<file path="config.mk">
export PLATFORM = sky130hd
export DESIGN_NAME = mmio_uart_tx
export DESIGN_NICKNAME = d
export VERILOG_FILES = /design/src/rtl/mmio_uart_pkg.sv /design/src/rtl/mmio_uart_tx_sync_fifo.sv /design/src/rtl/mmio_uart_tx.sv
export SDC_FILE = /design/constraint.sdc
export NUM_CORES = 1
export LEC_CHECK = 0
export BUFFER_PORTS_ARGS = -buffer_cell sky130_fd_sc_hd__buf_2
export CAP_MARGIN = 20
export CORE_UTILIZATION = 41
export CTS_BUF_LIST = sky130_fd_sc_hd__clkbuf_8 sky130_fd_sc_hd__clkbuf_16
export DETAILED_ROUTE_END_ITERATION = 10
export HOLD_SLACK_MARGIN = 0.02
export SETUP_SLACK_MARGIN = 0.3
export SYNTH_ARGS = -nofsm -noshare
export SYNTH_HDL_FRONTEND = slang
export SYNTH_SLANG_ARGS = --single-unit
</file>
<file path="constraint.sdc">
create_clock -name clk -period 3.5 [get_ports clk]
set_input_delay 0.875 -clock clk [delete_from_list [all_inputs] [get_ports clk]]
set_output_delay 0.875 -clock clk [all_outputs]
set_load 0.02 [all_outputs]
</file>
<file path="src/rtl/mmio_uart_pkg.sv">
`default_nettype none
// ============================================================================
// Module  : mmio_uart_pkg
// Brief   : Shared types and register map for the memory-mapped UART TX.
// Revision: 1.0
// ============================================================================
package mmio_uart_pkg;

    typedef enum logic [1:0] {
        IDLE  = 2'd0,
        START = 2'd1,
        DATA  = 2'd2,
        STOP  = 2'd3
    } uart_state_t;

    localparam logic [1:0] UART_DATA   = 2'd0;
    localparam logic [1:0] UART_STATUS = 2'd1;
    localparam logic [1:0] UART_DIVL   = 2'd2;
    localparam logic [1:0] UART_DIVH   = 2'd3;

    localparam int STAT_BUSY    = 0;
    localparam int STAT_FULL    = 1;
    localparam int STAT_EMPTY   = 2;
    localparam int STAT_OVF     = 3;
    localparam int STAT_CNT_LSB = 4;

    // A zero divisor would stall the bit counter, so it runs at one clock per bit.
    function automatic logic [15:0] eff_div(input logic [15:0] d);
        return (d == 16'd0) ? 16'd1 : d;
    endfunction

endpackage
`default_nettype wire

</file>
<file path="src/rtl/mmio_uart_tx_sync_fifo.sv">
`default_nettype none
// ============================================================================
// Module  : sync_fifo
// Brief   : Single-clock FIFO; a push into a full FIFO succeeds if a pop
//           happens in the same cycle.
// Revision: 1.0
// ============================================================================
module sync_fifo #(
    parameter int WIDTH = 8,
    parameter int DEPTH = 8
) (
    input  logic                     clk,
    input  logic                     rst,
    input  logic                     push,
    input  logic                     pop,
    input  logic [WIDTH-1:0]         din,
    output logic [WIDTH-1:0]         dout,
    output logic                     full,
    output logic                     empty,
    output logic [$clog2(DEPTH):0]   count
);

    localparam int AW = $clog2(DEPTH);
    localparam logic [AW:0] FULL_CNT = (AW+1)'(DEPTH);

    logic [WIDTH-1:0] mem [DEPTH];
    logic [AW-1:0]    wptr;
    logic [AW-1:0]    rptr;
    logic             do_push;
    logic             do_pop;

    assign full    = (count == FULL_CNT);
    assign empty   = (count == '0);
    assign do_pop  = pop & ~empty;
    assign do_push = push & (~full | do_pop);
    assign dout    = mem[rptr];

    always_ff @(posedge clk) begin
        if (do_push) begin
            mem[wptr] <= din;
        end
    end

    always_ff @(posedge clk) begin
        if (rst) begin
            wptr  <= '0;
            rptr  <= '0;
            count <= '0;
        end else begin
            if (do_push) begin
                wptr <= wptr + 1'b1;
            end
            if (do_pop) begin
                rptr <= rptr + 1'b1;
            end
            count <= count + (AW+1)'(do_push) - (AW+1)'(do_pop);
        end
    end

endmodule
`default_nettype wire

</file>
<file path="src/rtl/mmio_uart_tx.sv">
`default_nettype none
// ============================================================================
// Module  : mmio_uart_tx
// Brief   : Bus-mapped 8N1 UART transmitter with TX FIFO and divisor register.
// Revision: 1.0
// ============================================================================
module mmio_uart_tx
    import mmio_uart_pkg::*;
#(
    parameter logic [15:0] BASE_ADDR   = 16'hD000,
    parameter int          FIFO_DEPTH  = 8,
    parameter logic [15:0] DEFAULT_DIV = 16'd104
) (
    input  logic        clk,
    input  logic        rst,
    input  logic [15:0] addr,
    input  logic        rW,
    input  logic [7:0]  wdata,
    output logic [7:0]  rdata,
    output logic        sel,
    output logic        txd,
    output logic        tx_idle
);

    localparam int CW = $clog2(FIFO_DEPTH) + 1;

    logic [1:0]    offset;
    logic          wr_stb;
    logic          push_req;
    logic          push_ok;
    logic          fifo_pop;
    logic [7:0]    fifo_dout;
    logic          fifo_full;
    logic          fifo_empty;
    logic [CW-1:0] fifo_count;
    logic [CW-1:0] count_next;
    logic [4:0]    cnt_ext;
    logic [3:0]    count_sat;
    logic [7:0]    status;

    logic [15:0]   div_reg;
    logic          overflow;

    uart_state_t   state, state_n;
    logic [7:0]    shreg, shreg_n;
    logic [2:0]    bit_idx, bit_idx_n;
    logic [15:0]   bit_cnt, bit_cnt_n;
    logic [15:0]   frame_div, frame_div_n;
    logic          txd_n;
    logic          tx_idle_n;
    logic          bit_done;
    logic          load;

    assign sel      = (addr[15:2] == BASE_ADDR[15:2]);
    assign offset   = addr[1:0];
    assign wr_stb   = sel & ~rW;
    assign push_req = wr_stb & (offset == UART_DATA);
    assign push_ok  = push_req & (~fifo_full | fifo_pop);

    sync_fifo #(
        .WIDTH (8),
        .DEPTH (FIFO_DEPTH)
    ) u_fifo (
        .clk   (clk),
        .rst   (rst),
        .push  (push_req),
        .pop   (fifo_pop),
        .din   (wdata),
        .dout  (fifo_dout),
        .full  (fifo_full),
        .empty (fifo_empty),
        .count (fifo_count)
    );

    always_ff @(posedge clk) begin
        if (rst) begin
            div_reg  <= DEFAULT_DIV;
            overflow <= 1'b0;
        end else begin
            if (wr_stb) begin
                case (offset)
                    UART_DIVL:   div_reg[7:0]  <= wdata;
                    UART_DIVH:   div_reg[15:8] <= wdata;
                    UART_STATUS: overflow      <= 1'b0;
                    default:     ;
                endcase
            end
            if (push_req && fifo_full && !fifo_pop) begin
                overflow <= 1'b1;
            end
        end
    end

    assign cnt_ext   = 5'(fifo_count);
    assign count_sat = cnt_ext[4] ? 4'hF : cnt_ext[3:0];

    always_comb begin
        status                         = 8'h00;
        status[STAT_BUSY]              = (state != IDLE);
        status[STAT_FULL]              = fifo_full;
        status[STAT_EMPTY]             = fifo_empty;
        status[STAT_OVF]               = overflow;
        status[STAT_CNT_LSB +: 4]      = count_sat;
    end

    always_comb begin
        rdata = 8'h00;
        if (sel) begin
            case (offset)
                UART_STATUS: rdata = status;
                UART_DIVL:   rdata = div_reg[7:0];
                UART_DIVH:   rdata = div_reg[15:8];
                default:     rdata = 8'h00;
            endcase
        end
    end

    assign bit_done = (bit_cnt == 16'd0);

    always_comb begin
        state_n     = state;
        txd_n       = txd;
        shreg_n     = shreg;
        bit_idx_n   = bit_idx;
        bit_cnt_n   = bit_done ? (frame_div - 16'd1) : (bit_cnt - 16'd1);
        frame_div_n = frame_div;
        load        = 1'b0;
        case (state)
            IDLE: begin
                bit_cnt_n = bit_cnt;
                load      = ~fifo_empty;
            end
            START: begin
                if (bit_done) begin
                    state_n   = DATA;
                    txd_n     = shreg[0];
                    bit_idx_n = 3'd0;
                end
            end
            DATA: begin
                if (bit_done) begin
                    if (bit_idx == 3'd7) begin
                        state_n = STOP;
                        txd_n   = 1'b1;
                    end else begin
                        bit_idx_n = bit_idx + 3'd1;
                        shreg_n   = shreg >> 1;
                        txd_n     = shreg[1];
                    end
                end
            end
            STOP: begin
                if (bit_done) begin
                    if (!fifo_empty) begin
                        load = 1'b1;
                    end else begin
                        state_n = IDLE;
                    end
                end
            end
        endcase
        // Frame start: the divisor is sampled here so mid-frame writes wait.
        if (load) begin
            state_n     = START;
            txd_n       = 1'b0;
            shreg_n     = fifo_dout;
            bit_idx_n   = 3'd0;
            frame_div_n = eff_div(div_reg);
            bit_cnt_n   = eff_div(div_reg) - 16'd1;
        end
    end

    assign fifo_pop   = load;
    assign count_next = fifo_count + CW'(push_ok) - CW'(fifo_pop);
    assign tx_idle_n  = (state_n == IDLE) && (count_next == '0);

    always_ff @(posedge clk) begin
        if (rst) begin
            state     <= IDLE;
            txd       <= 1'b1;
            tx_idle   <= 1'b1;
            shreg     <= 8'h00;
            bit_idx   <= 3'd0;
            bit_cnt   <= 16'd0;
            frame_div <= 16'd1;
        end else begin
            state     <= state_n;
            txd       <= txd_n;
            tx_idle   <= tx_idle_n;
            shreg     <= shreg_n;
            bit_idx   <= bit_idx_n;
            bit_cnt   <= bit_cnt_n;
            frame_div <= frame_div_n;
        end
    end

endmodule
`default_nettype wire

</file>
# After elaboration in Yosys (flattened, before gate mapping)
# Memories as Yosys holds them, arrays and structs flattened. A register that Yosys moved wholly into a read port is not among the register bits.
# Index checks and enable logic that the tools add are counted.
word_totals:
  register_bits: 74
  mem_bits_rw: 64
  in_bits: 27
  out_inout_bits: 11
  memories: 1
classes:
  addsub: 10
  n_eq_ne: 16
  n_mux: 36
  bitwise: 10
  n_reduce_logical: 25
mem_list:
  columns: ["memory", "depth", "word_bits", "read_ports", "rd_ports_with_merged_regs", "write_ports", "line_no", "source"]
  rows:
  - ["u_fifo.mem", 8, 8, 1, 1, 1, "mmio_uart_tx_sync_fifo.sv:26", "logic [WIDTH-1:0] mem [DEPTH];"]
op_table:
  columns: ["operator", "n"]
  rows:
  - ["16-bit two-way mux", 4]
  - ["16-bit by 1-bit subtractor with 16-bit output (second input constant)", 3]
  - ["8-bit two-way mux", 5]
  - ["16-bit logical NOT", 2]
  - ["8-bit case mux with 3 select lines", 1]
  - ["3-bit two-way mux", 5]
  - ["14-bit == test (second input constant)", 1]
  - ["2-bit two-way mux", 6]
  - ["2-bit nonzero test", 6]
  - ["1-bit two-way mux", 11]
  - ["2-bit inequality test (second input constant)", 5]
  - ["3-bit by 1-bit adder with 3-bit output (second input constant)", 3]
  - ["4-bit by 1-bit adder with 4-bit output", 2]
  - ["2-bit == test (second input constant)", 4]
  - ["4-bit logical NOT", 2]
  - ["4-bit by 1-bit subtractor with 4-bit output", 2]
  - ["2-bit logical NOT", 3]
  - ["3-bit inequality test (second input constant)", 2]
  - ["2-bit case mux with 3 select lines", 1]
  - ["3-bit case mux with 2 select lines", 1]
  - ["2-bit AND reduction", 3]
  - ["3-bit AND reduction", 2]
  - ["1-bit AND", 5]
  - ["2-bit by 1-bit == test with 1-bit output (second input constant)", 2]
  - ["other kinds (10)", 16]

# Longest topological paths before layout
# Gate-level depths: netlist (run 1).
depth:
  ltp_word: 10
  ltp_mapped: 17
  depth_no_buf: 14

# By module
# Synthesis (run 1) repeated with hierarchy kept, for this count alone.
hier_totals:
  cells_unflattened: 681
  area_unflattened_um2: 7071.8
modules_own_cells:
  columns: ["module", "n_inst", "cells_each", "area_per_inst_um2", "seq_area_each_um2"]
  rows:
  - ["mmio_uart_tx", 1, 498, 3890.0, 1281.2]
  - ["sync_fifo", 1, 183, 3181.8, 2182.1]

# Worst setup path after synthesis (run 1)
# OpenSTA, ideal clock, no wires.
synth_timing:
  path_type: "register to register"
  startpoint: "reg state[1]"
  endpoint: "reg tx_idle"
  setup_ns: 0.087
  arrival_ns: 3.229
  required_time_ns: 3.413
  slack_ns: 0.184
  stages_incl_launch_ff: 18
  period_less_slack_ns: 3.316
  cell_sequence: "dfxtp_1 inv_1 ha_1 nand2b_1 nor2_2 a21oi_4 buf_2 buf_2 buf_2 inv_1 ha_1 inv_1 ha_1 inv_1 fa_1 xor2_1 nand4b_1 o31ai_1"
synth_between:
  elab_chain_cells: 8
  word_cells_on_any_way: 19
  cone_classes: "2 x add/sub; 3 x eq/ne; 8 x mux; 2 x bitwise; 4 x reduce/logical"
synth_rtl:
  columns: ["item", "line_no", "source"]
  rows:
  - ["start, declared", "mmio_uart_tx.sv:44", "uart_state_t state, state_n;"]
  - ["start signal, assigned", "mmio_uart_tx.sv:187", "state <= state_n;"]
  - ["2-bit == test or 2-bit logical NOT (tied branches)", "mmio_uart_tx.sv:128", "case (state)"]
  - ["1-bit case mux with 2 select lines", "mmio_uart_tx.sv:128", null]
  - ["1-bit OR", "mmio_uart_tx.sv:58", "assign push_ok = push_req & (~fifo_full | fifo_pop);"]
  - ["1-bit AND", "mmio_uart_tx.sv:58", null]
  - ["4-bit by 1-bit adder with 4-bit output", "mmio_uart_tx.sv:174", "assign count_next = fifo_count + CW'(push_ok) - CW'(fifo_pop);"]
  - ["4-bit by 1-bit subtractor with 4-bit output", "mmio_uart_tx.sv:174", null]
  - ["4-bit logical NOT", "mmio_uart_tx.sv:175", "assign tx_idle_n = (state_n == IDLE) && (count_next == '0);"]
  - ["1-bit logical AND *", "mmio_uart_tx.sv:175", null]
  - ["end signal, assigned", "mmio_uart_tx.sv:189", "tx_idle <= tx_idle_n;"]
  - ["end, declared", "mmio_uart_tx.sv:22", "output logic tx_idle"]
# Mark *: on every way between the ends. The rest lies on a longest branch, timed or not.
# A chain may end at the register's enable or synchronous reset.

# Final worst setup path (run 1)
layout_timing:
  startpoint: "in addr[6]"
  endpoint: "reg tx_idle"
layout_between:
  elab_chain_cells: 8
layout_rtl:
  columns: ["item", "line_no", "source"]
  rows:
  - ["start, declared", "mmio_uart_tx.sv:16", "input logic [15:0] addr,"]
  - ["14-bit == test", "mmio_uart_tx.sv:54", "assign sel = (addr[15:2] == BASE_ADDR[15:2]);"]
  - ["1-bit AND", "mmio_uart_tx.sv:56", "assign wr_stb = sel & ~rW;"]
  - ["1-bit AND", "mmio_uart_tx.sv:57", "assign push_req = wr_stb & (offset == UART_DATA);"]
  - ["1-bit AND", "mmio_uart_tx.sv:58", null]
  - ["4-bit by 1-bit adder with 4-bit output", "mmio_uart_tx.sv:174", null]
  - ["4-bit by 1-bit subtractor with 4-bit output", "mmio_uart_tx.sv:174", null]
  - ["4-bit logical NOT", "mmio_uart_tx.sv:175", null]
  - ["1-bit logical AND", "mmio_uart_tx.sv:175", null]
# No other way between the ends.

==> results of run 1 <==
[cell families (layout without fill, tap and decap cells)]
group	count (synthesis)	count (layout)	synth area share
simple gates	198	198	0.1474
flops	141	141	0.5144
buf+inv	52	126	0.03122
xor+xnor	16	16	0.02081
fa+ha+maj	21	21	0.04126
compound gates	151	151	0.1463
mux	46	46	0.09868
[how the worst max path moves through the flow]
stage                     depth (start not counted)  slack, ps                 end           startpoint
after CTS                                        14        250  tx_idle$_SDFF_PP1_  state[1]$_SDFF_PP0_
after global placement                           12        170  tx_idle$_SDFF_PP1_              addr[6]
after floorplan                                  17        320  tx_idle$_SDFF_PP1_  state[1]$_SDFF_PP0_
after detailed placement                         12         20  tx_idle$_SDFF_PP1_              addr[6]
final                                            12        420  tx_idle$_SDFF_PP1_              addr[6]
after global routing                             12        190  tx_idle$_SDFF_PP1_              addr[6]
[area by class of cell]
cell class	count	area share
inverter	21	0.01021
tap	216	0.03394
clock inverter	15	0.01886
sequential	141	0.4351
timing repair buffer	73	0.05720
multi-input combinational	432	0.3913
clock buffer	17	0.05343
[cell usage in the layout (no fill, tap or decap), drive strengths merged, types with 4 or more instances in the layout]
| master | netlist | routed |
|---|---|---|
| a211oi | 21 | 21 |
| a21o | 4 | 4 |
| a21oi | 44 | 44 |
| a22oi | 8 | 8 |
| a31oi | 8 | 8 |
| buf | 14 | 73 |
| clkbuf | 17 | 17 |
| dfxtp | 77 | 77 |
| edfxtp | 64 | 64 |
| ha | 19 | 19 |
| inv | 21 | 32 |
| mux2i | 27 | 27 |
| mux4 | 16 | 16 |
| nand2 | 61 | 61 |
| nand2b | 6 | 6 |
| nor2 | 59 | 59 |
| nor2b | 13 | 13 |
| nor3 | 18 | 18 |
| nor4 | 9 | 9 |
| o21a | 8 | 8 |
| o21ai | 34 | 34 |
| o32ai | 4 | 4 |
| or3 | 4 | 4 |
| xnor2 | 10 | 10 |
| xor2 | 6 | 6 |
[through the flow]
| stage | std cells | hold slack [ps] | utilization | area (µm²) | power (W) |
|---|---|---|---|---|---|
| final | 915 | 446.4 | 0.4995 | 7963 | 0.006737 |
| after global routing | 915 | 471.4 | 0.4995 | 7963 | 0.007182 |
| after CTS | 909 | 450.9 | 0.4944 | 7883 | 0.006637 |
| after detailed placement | 874 | 443.7 | 0.4568 | 7283 | 0.004812 |
| after global placement | 874 | 438.5 | 0.4568 | 7283 | 0.004751 |
| after floorplan | 625 | 428.7 | - | 6768 | 0.004194 |
[power breakdown]
part / leakage [nW] / total (W) / internal [W] / switching [W]
registers: 1.20 / 0.00209 / 0.00190 / 0.000190
clock network: 0.287 / 0.00176 / 0.00100 / 0.000760
logic: 1.36 / 0.00288 / 0.00122 / 0.00166
total: 2.85 / 0.00674 / 0.00413 / 0.00261
[routing by layer]
metal  track usage  wire length, µm
met5             0                0
met4       0.06224              204
met3       0.04510              750
met2        0.3288             7634
met1        0.2792             7572
[critical path, delay by kind of cell]
family                   cells  cell delay (ps)
AND/OR/NAND/NOR              4             1070
adder cells (fa/ha/maj)      2              560
AO/OA/AOI/OAI                2              430
buffers and inverters        3              330
XOR/XNOR                     1              140
[what timing repair did]
| item | 4_1_cts | 5_1_grt |
|---|---|---|
| setup endpoints to repair | 6 | 11 |
| pin swaps | 1 | 2 |
| hold buffers | 0 | 0 |
| gates resized for setup | 1 | 8 |
| setup buffers | 3 | 6 |
==> flow_summary.json, run 1 <==
{
  "outcome": "finished clean",
  "r2r-end": "bit_cnt[10]$_SDFFE_PP0P_",
  "fp.dieW_um": 130.1,
  "grt_pass1_vias": 4985,
  "crit_chain": "buf_2 -> nor4b_1 -> nand4_1 -> nor3_1 -> o211ai_4 -> inv_1 -> ha_1 -> inv_1 -> fa_1 -> xor2_1 -> nand4b_1 -> o31ai_1",
  "clock_skew_ps": 7.286,
  "syn_nets": 673,
  "routed_wl_mm": 16.16,
  "drtPass1Iterations": 5,
  "finalMaxSlewViolations": 0,
  "ant_nets": 0,
  "maxCapViolCount": 0,
  "gp_congestion": 0.8272,
  "peakVddDrop_uv": 450.1,
  "critPathKind": "in -> reg",
  "antenna_found_initial": 0,
  "yosysTopAreaCellShare": 0.2854,
  "rsz0062_at_grt": "true",
  "seq_area_frac_synth": 0.5144,
  "crit_arrival_ps": 3410,
  "drt_iter0_drc": 510,
  "seq_area_um2": 3465,
  "clock-root-buffer": "clkbuf_16",
  "finalSetupViolations": 0,
  "p_leak_nw": 2.853,
  "antenna_cells": 0,
  "design.final.nets": 734,
  "finalCritPeriodShare": 0.8787,
  "finalHoldViolCount": 0,
  "fmax_mhz": 325.2,
  "largest_reg_flops": 64,
  "tritoncts": "done",
  "finalSetupTns_ps": 0,
  "drc_errors": 0,
  "grt_pass1_wl_mm": 26.32,
  "track_usage": 0.2058,
  "row_count": 46,
  "cp.required_ps": 3830,
  "grt_overflow": 0,
  "slowest_delay_ps": 440,
  "maxSlewHeadroom": 0.4968,
  "synth_largest_area_cell": "edfxtp_1",
  "whs_endpoint": "frame_div[15]$_SDFFE_PP0N_",
  "r2r_slack_ps": 460,
  "synth_area_per_cell_um2": 10.77,
  "dieArea_um2": 16940,
  "setup_ws_ps": 424.7,
  "regMostFlops": "u_fifo.mem",
  "yosys-top-cells-count": "77 x dfxtp_1, 64 x edfxtp_1, 61 x nand2_1",
  "numClockSinks": 141,
  "cts_buffers": 17,
  "clk_latency_ps": 420,
  "timing.rr.start": "state[0]$_SDFF_PP0_",
  "finalCriticalPeriod_ps": 3075,
  "critPathLaunchType": "input port",
  "cp-end-kind": "flop",
  "yosysUniqueCellTypes": 67,
  "routed-via-count": 5083,
  "dp_slack_ps": 23.21,
  "worstPathMaxFanout": 7,
  "clk_path_buf_depth": 2,
  "synthCells": 625,
  "synth_edf_count": 64,
  "die_h_um": 130.1,
  "numPortBuffers": 37,
  "synth-seq-cells": 141,
  "drive_above_1_share": 0.2117,
  "h-tree-depth": 4,
  "synth-async-reset-ratio": 0,
  "viasPerCell": 5.555,
  "coreArea_um2": 15940,
  "multiInputGateArea_um2": 3115,
  "min_path_cells": 2,
  "cpMaxStageDelayCell": "nor3_1",
  "synthesis.area_um2": 6733,
  "grt_max_degree": 60,
  "hp-start": "frame_div[15]$_SDFFE_PP0N_",
  "synth_most_common_cell": "dfxtp_1",
  "hp-class": "reg -> reg",
  "yosys_warnings": 0,
  "powerDensity_nw_per_um2": 846.1,
  "yosys_most_used_dff": "dfxtp_1",
  "initial_utilization": 0.4223,
  "synth.area.top_cells": "edfxtp_1 29%, dfxtp_1 23%, mux4_2 5.4%",
  "worstMarginPinSlew_ps": 753.8,
  "io_pins": 38,
  "fillers": 1397,
  "ff2ff_path_depth": 14,
  "crit_top_cell": "inv_1",
  "synthToLayoutAreaGrowth_pct": 18.27,
  "wl_per_cell_um": 17.66,
  "dp_hpwl_mm": 11.25,
  "clk_pin_slew_worst_paths_ps": 60
}
Note: power is estimated with default switching activity, not from simulation.
==> inputs of run 2 (changes only) <==
--- a/config.mk
+++ b/config.mk
@@ -7,6 +7,7 @@
 export LEC_CHECK = 0
 export BUFFER_PORTS_ARGS = -buffer_cell sky130_fd_sc_hd__buf_2
 export CAP_MARGIN = 20
+export CORE_ASPECT_RATIO = 1.4
 export CORE_UTILIZATION = 41
 export CTS_BUF_LIST = sky130_fd_sc_hd__clkbuf_8 sky130_fd_sc_hd__clkbuf_16
 export DETAILED_ROUTE_END_ITERATION = 10
==> flow_summary.json, run 2 (synthesis gave the netlist of run 1 again) <==
{
  "final_cell_mix": "76 x dfxtp_1, 64 x edfxtp_1, 61 x nand2_1, 57 x nor2_1, 43 x a21oi_1",
  "clk_path_buf_depth": 2,
  "seq_area_um2": 3465,
  "use_met2": 0.3691,
  "regMostFlops": "u_fifo.mem",
  "finalHoldViolCount": 0,
  "p_total_w": 0.006822,
  "worstMarginPinSlew_ps": 935.5,
  "numClockSinks": 141,
  "clk_latency_ps": 440,
  "routed-via-count": 5102,
  "grt_overflow": 0,
  "finalMaxSlewViolations": 0,
  "routed_wl_mm": 16.84,
  "coreArea_um2": 16100,
  "h-tree-depth": 4,
  "hold_ws_ps": 457.6,
  "finalCriticalPeriod_ps": 3041,
  "finalSetupViolations": 0,
  "drive_above_1_share": 0.2145,
  "crit_start": "state[0]$_SDFF_PP0_",
  "cts_buffers": 17,
  "dp_hpwl_mm": 12.18,
  "powerDensity_nw_per_um2": 853.9,
  "fp.dieW_um": 110.3,
  "largest_reg_flops": 64,
  "ant_nets": 0,
  "track_usage": 0.2159,
  "grt_pass1_vias": 5094,
  "rsz0062_at_grt": "false",
  "initial_utilization": 0.4181,
  "antenna_found_initial": 0,
  "numPortBuffers": 37,
  "drtPass1Iterations": 4,
  "placed_cell_area_um2": 7315,
  "cp-end-kind": "flop",
  "io_pins": 38,
  "hp-start": "frame_div[8]$_SDFFE_PP0N_",
  "crit_arrival_ps": 3390,
  "hold_buffers": 0,
  "design.final.nets": 739,
  "clock-root-buffer": "clkbuf_16",
  "multiInputGateArea_um2": 3113,
  "dpl.cell_count": 864,
  "final_common_cell": "dfxtp_1",
  "fillers": 1494,
  "critPathKind": "reg -> reg",
  "grt_pass1_wl_mm": 27.09,
  "maxSlewHeadroom": 0.3754,
  "outcome": "finished clean",
  "cp.required_ps": 3850,
  "met1_usage": 0.2488,
  "drc_errors": 0,
  "top_usage_layer": "met2",
  "gp_congestion": 0.8931,
  "worstPathMaxFanout": 9,
  "p_leak_nw": 2.882,
  "wl_per_cell_um": 18.65,
  "finalCritPeriodShare": 0.8688,
  "antenna_cells": 0,
  "fmax_mhz": 328.8,
  "synthToLayoutAreaGrowth_pct": 18.66,
  "drt_iter0_drc": 251,
  "viasPerCell": 5.650,
  "clock_skew_ps": 11.49,
  "critPathLaunchType": "flop",
  "finalSetupTns_ps": 0,
  "hp-class": "reg -> reg",
  "maxCapViolCount": 0,
  "fin_area_um2": 7989,
  "grt_max_degree": 60,
  "tritoncts": "done",
  "final_cell_count_no_fill": 903,
  "row_count": 55,
  "die_h_um": 153.6,
  "peakVddDrop_uv": 488.7,
  "dieArea_um2": 16940,
  "use_met3": 0.03646,
  "clk_pin_slew_worst_paths_ps": 60,
  "timing.rr.start": "state[0]$_SDFF_PP0_"
}
run 2: path summary, 6_finish.rpt:
path,endpoint,slack [ps],cells after the start
max,tx_idle$_SDFF_PP1_,460,14
min,frame_div[8]$_SDFFE_PP0N_,460,2
max reg2reg,tx_idle$_SDFF_PP1_,460,14
min reg2reg,frame_div[8]$_SDFFE_PP0N_,460,2
run 2: cell type report:
cell class / instances / share of cell area
multi-input combinational: 432 / 0.3897
sequential: 141 / 0.4337
inverter: 21 / 0.009867
clock inverter: 15 / 0.02067
clock buffer: 17 / 0.05325
timing repair buffer: 78 / 0.06171
tap: 199 / 0.03117
run 2: report_power, final:
group	switching, W	internal (W)	total (W)
Combinational	0.00168	0.00124	0.00292
Sequential	0.000197	0.00190	0.00210
Clock	0.000789	0.00101	0.00180
Total	0.00267	0.00416	0.00682
run 2: worst max-delay path: stages, from the launching register on:
cell      delay [ps]
dfxtp_1          390
inv_1            130
ha_4             280
nand2b_1         200
nor2_4           230
a21oi_4          110
inv_2            190
o211ai_4         130
inv_1            160
ha_1             200
inv_1             60
fa_1             370
xor2_1           150
nand4b_1         120
o31ai_1          240
run 2: layer usage:
metal / share of wire / wire [µm]
met5: 0 / 0
met4: 0.044 / 743
met3: 0.028 / 472
met2: 0.52 / 8803
met1: 0.40 / 6820
run 2: timing repair:
| action | in CTS | in global routing |
|---|---|---|
| setup buffers | 0 | 7 |
| resized for setup | 2 | 4 |
| endpoints found under the setup margin | 3 | 8 |
| gates cloned | 0 | 0 |
| pin swaps | 0 | 4 |
run 2: stage by stage:
| step | util | setup WS, ps |
|---|---|---|
| detailed placement | 0.4542 | 129.1 |
| global placement | 0.4542 | 257.5 |
| finish | 0.4961 | 459.0 |
| CTS | 0.4915 | 336.6 |
| floorplan | - | 324.9 |
| global route | 0.4961 | 283.4 |
